### config.mk
export PLATFORM = sky130hd
export DESIGN_NAME = btn_dir_ctrl
export DESIGN_NICKNAME = d
export VERILOG_FILES = /design/src/rtl/game2048_pkg.sv /design/src/rtl/sync_2ff.sv /design/src/rtl/btn_dir_ctrl.sv
export SDC_FILE = /design/constraint.sdc
export NUM_CORES = 1
export LEC_CHECK = 0
export CORE_MARGIN = 8
export CORE_UTILIZATION = 60
export CTS_CLUSTER_SIZE = 10
export DETAILED_ROUTE_END_ITERATION = 12
export PLACE_DENSITY = 0.84
export SETUP_SLACK_MARGIN = 0.05
export SLEW_MARGIN = 20
export SYNTH_ARGS = -nofsm -noshare
export SYNTH_HDL_FRONTEND = slang
export SYNTH_SLANG_ARGS = --single-unit
### constraint.sdc
create_clock -name clk -period 6.1 [get_ports clk]
set_input_delay 0.61 -clock clk [delete_from_list [all_inputs] [get_ports clk]]
set_output_delay 0.61 -clock clk [all_outputs]
set_load 0.005 [all_outputs]
### src/rtl/game2048_pkg.sv
// Shared definitions for the 2048 game datapath: move directions, the button
// debouncer state encoding and the one-hot button decoder.
package game2048_pkg;

  localparam int DIR_W = 2;
  typedef logic [DIR_W-1:0] dir_t;

  localparam dir_t DIR_UP    = 2'd0;
  localparam dir_t DIR_DOWN  = 2'd1;
  localparam dir_t DIR_LEFT  = 2'd2;
  localparam dir_t DIR_RIGHT = 2'd3;

  typedef enum logic [1:0] {
    ST_IDLE    = 2'd0,
    ST_CONFIRM = 2'd1,
    ST_PRESSED = 2'd2
  } btn_state_e;

  typedef struct packed {
    logic ok;
    dir_t dir;
  } cand_t;

  // Buttons are packed {right,left,down,up}; anything other than exactly one
  // pressed button is reported as "no press".
  function automatic cand_t decode_btn(input logic [3:0] s);
    cand_t c;
    c.ok  = 1'b1;
    c.dir = DIR_UP;
    case (s)
      4'b0001: c.dir = DIR_UP;
      4'b0010: c.dir = DIR_DOWN;
      4'b0100: c.dir = DIR_LEFT;
      4'b1000: c.dir = DIR_RIGHT;
      default: c.ok  = 1'b0;
    endcase
    return c;
  endfunction

endpackage

### src/rtl/sync_2ff.sv
// Two-flop synchroniser for asynchronous level inputs; each bit is treated
// independently, so only slowly changing levels belong on it.
module sync_2ff #(
  parameter int WIDTH = 1
) (
  input  logic             clk,
  input  logic             rst_n,
  input  logic [WIDTH-1:0] d_i,
  output logic [WIDTH-1:0] q_o
);

  logic [WIDTH-1:0] meta_q;
  logic [WIDTH-1:0] sync_q;

  // NOTE: non-blocking assignments let both flops sample on the same edge, giving a true two-stage chain.
  always_ff @(posedge clk or negedge rst_n) begin
    if (!rst_n) begin
      meta_q <= '0;
      sync_q <= '0;
    end else begin
      meta_q <= d_i;
      sync_q <= meta_q;
    end
  end

  assign q_o = sync_q;

endmodule

### src/rtl/btn_dir_ctrl.sv
// Debounces the four direction buttons on the 100 ms strobe, auto-repeats held
// moves and offers them to the game FSM through a 1-entry valid/ready register.
module btn_dir_ctrl
  import game2048_pkg::*;
#(
  parameter int unsigned DEB_TICKS     = 2,
  parameter bit          REPEAT_EN     = 1'b1,
  parameter int unsigned REPEAT_DELAY  = 5,
  parameter int unsigned REPEAT_PERIOD = 2
) (
  input  logic clk,
  input  logic rst_n,
  input  logic tick_100ms,
  input  logic btn_up,
  input  logic btn_down,
  input  logic btn_left,
  input  logic btn_right,
  output logic move_valid,
  output dir_t move_dir,
  input  logic move_ready,
  output logic move_drop
);

  localparam int unsigned RMAX   = (REPEAT_DELAY > REPEAT_PERIOD) ? REPEAT_DELAY : REPEAT_PERIOD;
  localparam int          DCNT_W = $clog2(DEB_TICKS + 1);
  localparam int          RCNT_W = $clog2(RMAX + 1);

  localparam logic [DCNT_W-1:0] DEB_MAX  = DCNT_W'(DEB_TICKS);
  localparam logic [RCNT_W-1:0] R_DELAY  = RCNT_W'(REPEAT_DELAY);
  localparam logic [RCNT_W-1:0] R_PERIOD = RCNT_W'(REPEAT_PERIOD);
  localparam logic [RCNT_W-1:0] R_MAX    = RCNT_W'(RMAX);

  logic [3:0] btn_raw;
  logic [3:0] btn_s;
  cand_t      cand;

  btn_state_e        state_q, state_d;
  dir_t              cand_q, cand_d;
  logic [DCNT_W-1:0] dcnt_q, dcnt_d, dcnt_inc;
  logic [RCNT_W-1:0] rcnt_q, rcnt_d, rcnt_inc, rcnt_tgt;
  logic              first_q, first_d;

  logic match;
  logic deb_done;
  logic rep_due;
  logic emit;

  logic valid_q, valid_d;
  dir_t dir_q, dir_d;
  logic drop_q, drop_d;
  logic load;

  assign btn_raw = {btn_right, btn_left, btn_down, btn_up};

  sync_2ff #(
    .WIDTH(4)
  ) u_sync (
    .clk  (clk),
    .rst_n(rst_n),
    .d_i  (btn_raw),
    .q_o  (btn_s)
  );

  assign cand  = decode_btn(btn_s);
  assign match = cand.ok && (cand.dir == cand_q);

  // Saturating increments: counters never wrap even if a parameter is out of range.
  assign dcnt_inc = (dcnt_q == DEB_MAX) ? dcnt_q : dcnt_q + DCNT_W'(1);
  assign rcnt_inc = (rcnt_q == R_MAX)   ? rcnt_q : rcnt_q + RCNT_W'(1);
  assign rcnt_tgt = first_q ? R_DELAY : R_PERIOD;
  assign deb_done = (dcnt_inc == DEB_MAX);
  assign rep_due  = (rcnt_inc == rcnt_tgt);

  // ---------------------------------------------------------------------------
  // FSM state register (with its counters)
  // ---------------------------------------------------------------------------
  always_ff @(posedge clk or negedge rst_n) begin
    if (!rst_n) begin
      state_q <= ST_IDLE;
      cand_q  <= DIR_UP;
      dcnt_q  <= '0;
      rcnt_q  <= '0;
      first_q <= 1'b0;
    end else begin
      state_q <= state_d;
      cand_q  <= cand_d;
      dcnt_q  <= dcnt_d;
      rcnt_q  <= rcnt_d;
      first_q <= first_d;
    end
  end

  // ---------------------------------------------------------------------------
  // FSM next state; everything holds between ticks
  // ---------------------------------------------------------------------------
  always_comb begin
    // NOTE: every output of this block gets a default first so no path can infer a latch.
    state_d = state_q;
    cand_d  = cand_q;
    dcnt_d  = dcnt_q;
    rcnt_d  = rcnt_q;
    first_d = first_q;

    if (tick_100ms) begin
      unique case (state_q)
        ST_IDLE: begin
          if (cand.ok) begin
            state_d = ST_CONFIRM;
            cand_d  = cand.dir;
            dcnt_d  = DCNT_W'(1);
          end
        end

        ST_CONFIRM, ST_PRESSED: begin
          if (match) begin
            if (state_q == ST_CONFIRM) begin
              dcnt_d = dcnt_inc;
              if (deb_done) begin
                state_d = ST_PRESSED;
                rcnt_d  = '0;
                first_d = 1'b1;
              end
            end else if (REPEAT_EN) begin
              if (rep_due) begin
                rcnt_d  = '0;
                first_d = 1'b0;
              end else begin
                rcnt_d  = rcnt_inc;
              end
            end
          end else if (cand.ok) begin
            // A different single button restarts the debounce on that direction.
            state_d = ST_CONFIRM;
            cand_d  = cand.dir;
            dcnt_d  = DCNT_W'(1);
          end else begin
            state_d = ST_IDLE;
            dcnt_d  = '0;
          end
        end

        default: begin
          state_d = ST_IDLE;
          dcnt_d  = '0;
        end
      endcase
    end
  end

  // ---------------------------------------------------------------------------
  // FSM output: a move is generated on the tick that confirms or repeats
  // ---------------------------------------------------------------------------
  always_comb begin
    emit = 1'b0;
    if (tick_100ms && match) begin
      if (state_q == ST_CONFIRM)
        emit = deb_done;
      else if (state_q == ST_PRESSED)
        emit = REPEAT_EN && rep_due;
    end
  end

  // ---------------------------------------------------------------------------
  // 1-entry output register. move_drop is registered so it lines up with the
  // move_valid edge the same emit would have produced.
  // ---------------------------------------------------------------------------
  assign load = emit && (!valid_q || move_ready);

  always_comb begin
    valid_d = valid_q;
    dir_d   = dir_q;
    drop_d  = emit && !load;
    if (load) begin
      valid_d = 1'b1;
      dir_d   = cand_q;
    end else if (valid_q && move_ready) begin
      valid_d = 1'b0;
    end
  end

  always_ff @(posedge clk or negedge rst_n) begin
    if (!rst_n) begin
      valid_q <= 1'b0;
      dir_q   <= DIR_UP;
      drop_q  <= 1'b0;
    end else begin
      valid_q <= valid_d;
      dir_q   <= dir_d;
      drop_q  <= drop_d;
    end
  end

  assign move_valid = valid_q;
  assign move_dir   = dir_q;
  assign move_drop  = drop_q;

endmodule

==> impl_metrics.yaml <==
floorplanning:
  ioPinCount: 12
  rows: 16
  standard_cell_core_area_um2: 1960
  die_y_um: 61.6
  initial_core_utilization: 0.636
  die_area_um2: 3790
  die-width_um: 61.6
sta:
  worst-slew-pin-transition_ns: 0.476
  slew_headroom: 0.683
  timing.final.max_slew_violations: 0
  final.period_utilization: 0.417
  timing.final.setup_violations: 0
  hold_violations: 0
  fin_ws_ns: 3.56
  layout_min_cycle_time_ns: 2.54
  fmax_ghz: 0.394
  grt_setup_unrepaired: "no"
  fin_skew_ns: 0.00361
  setup-tns-final_ns: 0
logic_synthesis:
  synthDominantAreaCellType: "sky130_fd_sc_hd__dfrtp_1"
  synth.ff_latch_count: 22
  synth_edf_count: 0
  largest_family_of_logic_cells_by_synthesized_area: "compound AO/OA/AOI/OAI gates"
  yosys.cell_types.count: 42
  synth_top_area_share: 0.441
  netlist_area_um2: 1250
  yosys.area_share.adder: 0.0702
  syn_area_per_cell_um2: 9.75
  multiplexer_area_fraction_after_synthesis: 0.0582
  syn-instance-count: 128
  synth_sequential_area_ratio: 0.441
  dominantRegCellSynth: "sky130_fd_sc_hd__dfrtp_1"
  asyncSetResetFlopFracSynth: 1.00
  synth-xor-area-share: 0.0140
  synthesis.nets: 143
  share_of_the_synthesized_area_in_compound_gates_ao_oa_aoi_oai: 0.206
  yosys_warnings: 0
  top_post_synthesis_cells_by_area: "sky130_fd_sc_hd__dfrtp_1 (44%), sky130_fd_sc_hd__ha_1 (7.0%), sky130_fd_sc_hd__a21oi_1 (3.6%)"
  synth-simple-area-share: 0.168
route:
  first_pass_iters: 4
  drt-initial-drc-count: 40
  via_per_inst: 5.89
  wl_per_cell_um: 15.3
  post-route-drc-count: 0
  route.final.wire_length_mm: 2.56
  antenna_left: 0
  routed-via-count: 983
global_route:
  grt_start_max_net_pins: 23
  grt_pass1_vias: 989
  groute.usage.overall: 0.157
  global_route.overflow_total: 0
  grt_antenna_before_repair: 0
  grt_first_pass_wirelength_mm: 4.35
setup_path:
  worst-r2r-cell-count: 7
  critical_path_peak_fanout: 6
  crit_reg_reg_startpoint: "rcnt_q[0]"
  crit_path_top_delay_cell: "sky130_fd_sc_hd__dfrtp_1"
  critical_path_required_ns: 6.31
  path_class: "reg2reg"
  timing.critical_path.from_type: "flop"
  data_arrival_time_at_the_worst_slack_endpoint_ns: 2.75
  rr_endpoint: "move_dir[1]"
  flop_to_flop_setup_slack_ns: 3.56
  timing.critical_path.to_type: "flop"
  critical_path.top_delay_family: "compound AO/OA/AOI/OAI gates"
  cp_slowest_stage_delay_ns: 0.46
  worstPathBufferInverterCount: 0
  critical_path_cell_by_cell: "ha_1 -> or3b_1 -> a311o_1 -> o21ai_2 -> a31o_1 -> and4b_4 -> mux2_4"
clocking:
  post_cts_hold_buffer_count: 0
  cts_post_setup_buffers_inserted: 0
  post_cts_resized: 0
  clock-sinks: 22
  htreeDepth: 1
  worst_setup_hold_path_clk_slew_ns: 0.12
  worstSkewPairLatency_ns: 0.31
  max-clock-path-buffers: 2
  root_buffer: "sky130_fd_sc_hd__clkbuf_4"
  cts_buffers: 3
  tritoncts: "built"
pwr:
  vdd.ir_drop.worst_mv: 0.309
  cellInternalPower_uw: 374
  combinational_cell_fraction_of_total_power: 0.458
  power_density_over_the_cells_nw_per_um2: 428
  cellLeakagePower_nw: 0.633
  switching_share: 0.387
  power.share.sequential: 0.361
  clock_power_share: 0.181
  switchingPower_uw: 236
placement:
  place_worst_setup_slack_ns: 3.58
  hpwlAfterDp_mm: 1.97
  place_congestion: 0.834
  placement.io_buffers: 11
flow_run:
  max-cap-violations: 0
status:
  run_status: "complete, no violations"
min_path:
  holdCritPathClass: "in2async"
layout:
  antenna-diode-count: 0
  syn2layout_area_growth_pct: 14.3
  drive_above_1_share: 0.100
  num-fill-cells: 168
  final_net_count: 156
-- worst register-to-register path, delay by kind of cell, from the launching register on --
kind	cells	cell delay, ns
flip-flops	1	0.46
AO/OA/AOI/OAI	3	0.69
adder cells (fa/ha/maj)	1	0.36
multiplexers	1	0.30
AND/OR/NAND/NOR	2	0.63
-- cell usage after synthesis (all sizes together), types with 2 or more instances --
master and count:
a21oi 9, a31oi 2, clkbuf 2, dfrtp 22, ha 7, inv 11
mux2 4, mux2i 2, nand2 9, nand2b 2, nand3 5, nand3b 2
nor2 8, nor2b 2, nor3 4, o211ai 4, o21a 2, o21ai 9
-- power by group through the flow --
stage / sequential [mW] / clock [mW] / combinational (mW)
floorplan: 0.207 / 0 / 0.213
global placement: 0.217 / 0 / 0.260
detailed placement: 0.223 / 0 / 0.275
CTS: 0.220 / 0.113 / 0.277
global route: 0.226 / 0.119 / 0.313
finish: 0.221 / 0.111 / 0.280
-- metrics by stage --
stage / cell area (µm²) / power, mW / cells / utilization / hold slack (ns)
2_1_floorplan: 1250 / 0.420 / 128 / - / 0.314
3_3_place_gp: 1380 / 0.477 / 163 / 0.703 / 0.333
3_5_place_dp: 1380 / 0.498 / 163 / 0.703 / 0.337
4_1_cts: 1430 / 0.610 / 167 / 0.730 / 0.365
5_1_grt: 1430 / 0.658 / 167 / 0.727 / 0.262
6_report: 1430 / 0.611 / 167 / 0.727 / 0.234
-- placed cells by master (no fill, tap or decap), types with 2 or more instances in the layout --
cell                              count
sky130_fd_sc_hd__a21oi_1              9
sky130_fd_sc_hd__a31oi_1              2
sky130_fd_sc_hd__clkbuf_4             3
sky130_fd_sc_hd__clkdlybuf4s50_1     10
sky130_fd_sc_hd__dfrtp_1             22
sky130_fd_sc_hd__ha_1                 7
sky130_fd_sc_hd__inv_1               11
sky130_fd_sc_hd__mux2_2               2
sky130_fd_sc_hd__mux2_4               2
sky130_fd_sc_hd__mux2i_1              2
sky130_fd_sc_hd__nand2_1              9
sky130_fd_sc_hd__nand2b_1             2
sky130_fd_sc_hd__nand3_1              5
sky130_fd_sc_hd__nand3b_1             2
sky130_fd_sc_hd__nor2_1               8
sky130_fd_sc_hd__nor2b_1              2
sky130_fd_sc_hd__nor3_1               4
sky130_fd_sc_hd__o211ai_1             4
sky130_fd_sc_hd__o21a_1               2
sky130_fd_sc_hd__o21ai_0              8
-- layout make-up --
class	count	area (µm²)	area share
Clock buffer	3	22.5	0.0158
Clock inverter	1	30.0	0.0211
Inverter	11	41.3	0.0289
Multi-Input combinational cell	92	643	0.451
Sequential cell	22	551	0.386
Tap cell	27	33.8	0.0237
Timing Repair Buffer	11	105	0.0737
-- kinds of logic after synthesis --
family,Yosys count
AO/OA/AOI/OAI,38
XOR/XNOR,2
adder cells (fa/ha/maj),7
buffers and inverters,14
flip-flops,22
multiplexers,6
AND/OR/NAND/NOR,39
-- per-layer routing --
layer / vias to the layer above / GRT usage / part of all wire
li1: 480 / - / -
met1: 470 / 0.168 / 0.44
met2: 25 / 0.263 / 0.49
met3: 8 / 0.0647 / 0.047
met4: 0 / 0.0682 / 0.023
met5: - / 0 / 0
-- sequential cells by signal, summed over array words and instances (netlist names) --
| signal | flops |
|---|---|
| u_sync.meta_q | 4 |
| u_sync.q_o | 4 |
| rcnt_q | 3 |
| cand_q | 2 |
| dcnt_q | 2 |
| move_dir | 2 |
| state_q | 2 |
| first_q | 1 |
| move_drop | 1 |
| move_valid | 1 |
-- worst max-delay path by stage --
stage,from,end,cells past startpoint
finish,rcnt_q[0],move_dir[1],7
global route,rcnt_q[0],move_dir[1],7
CTS,rcnt_q[0],move_dir[1],7
detailed placement,rcnt_q[0],move_dir[1],7
global placement,rcnt_q[0],move_dir[1],7
floorplan,rcnt_q[0],move_dir[0],7
Note: power is estimated with default switching activity, not from simulation.
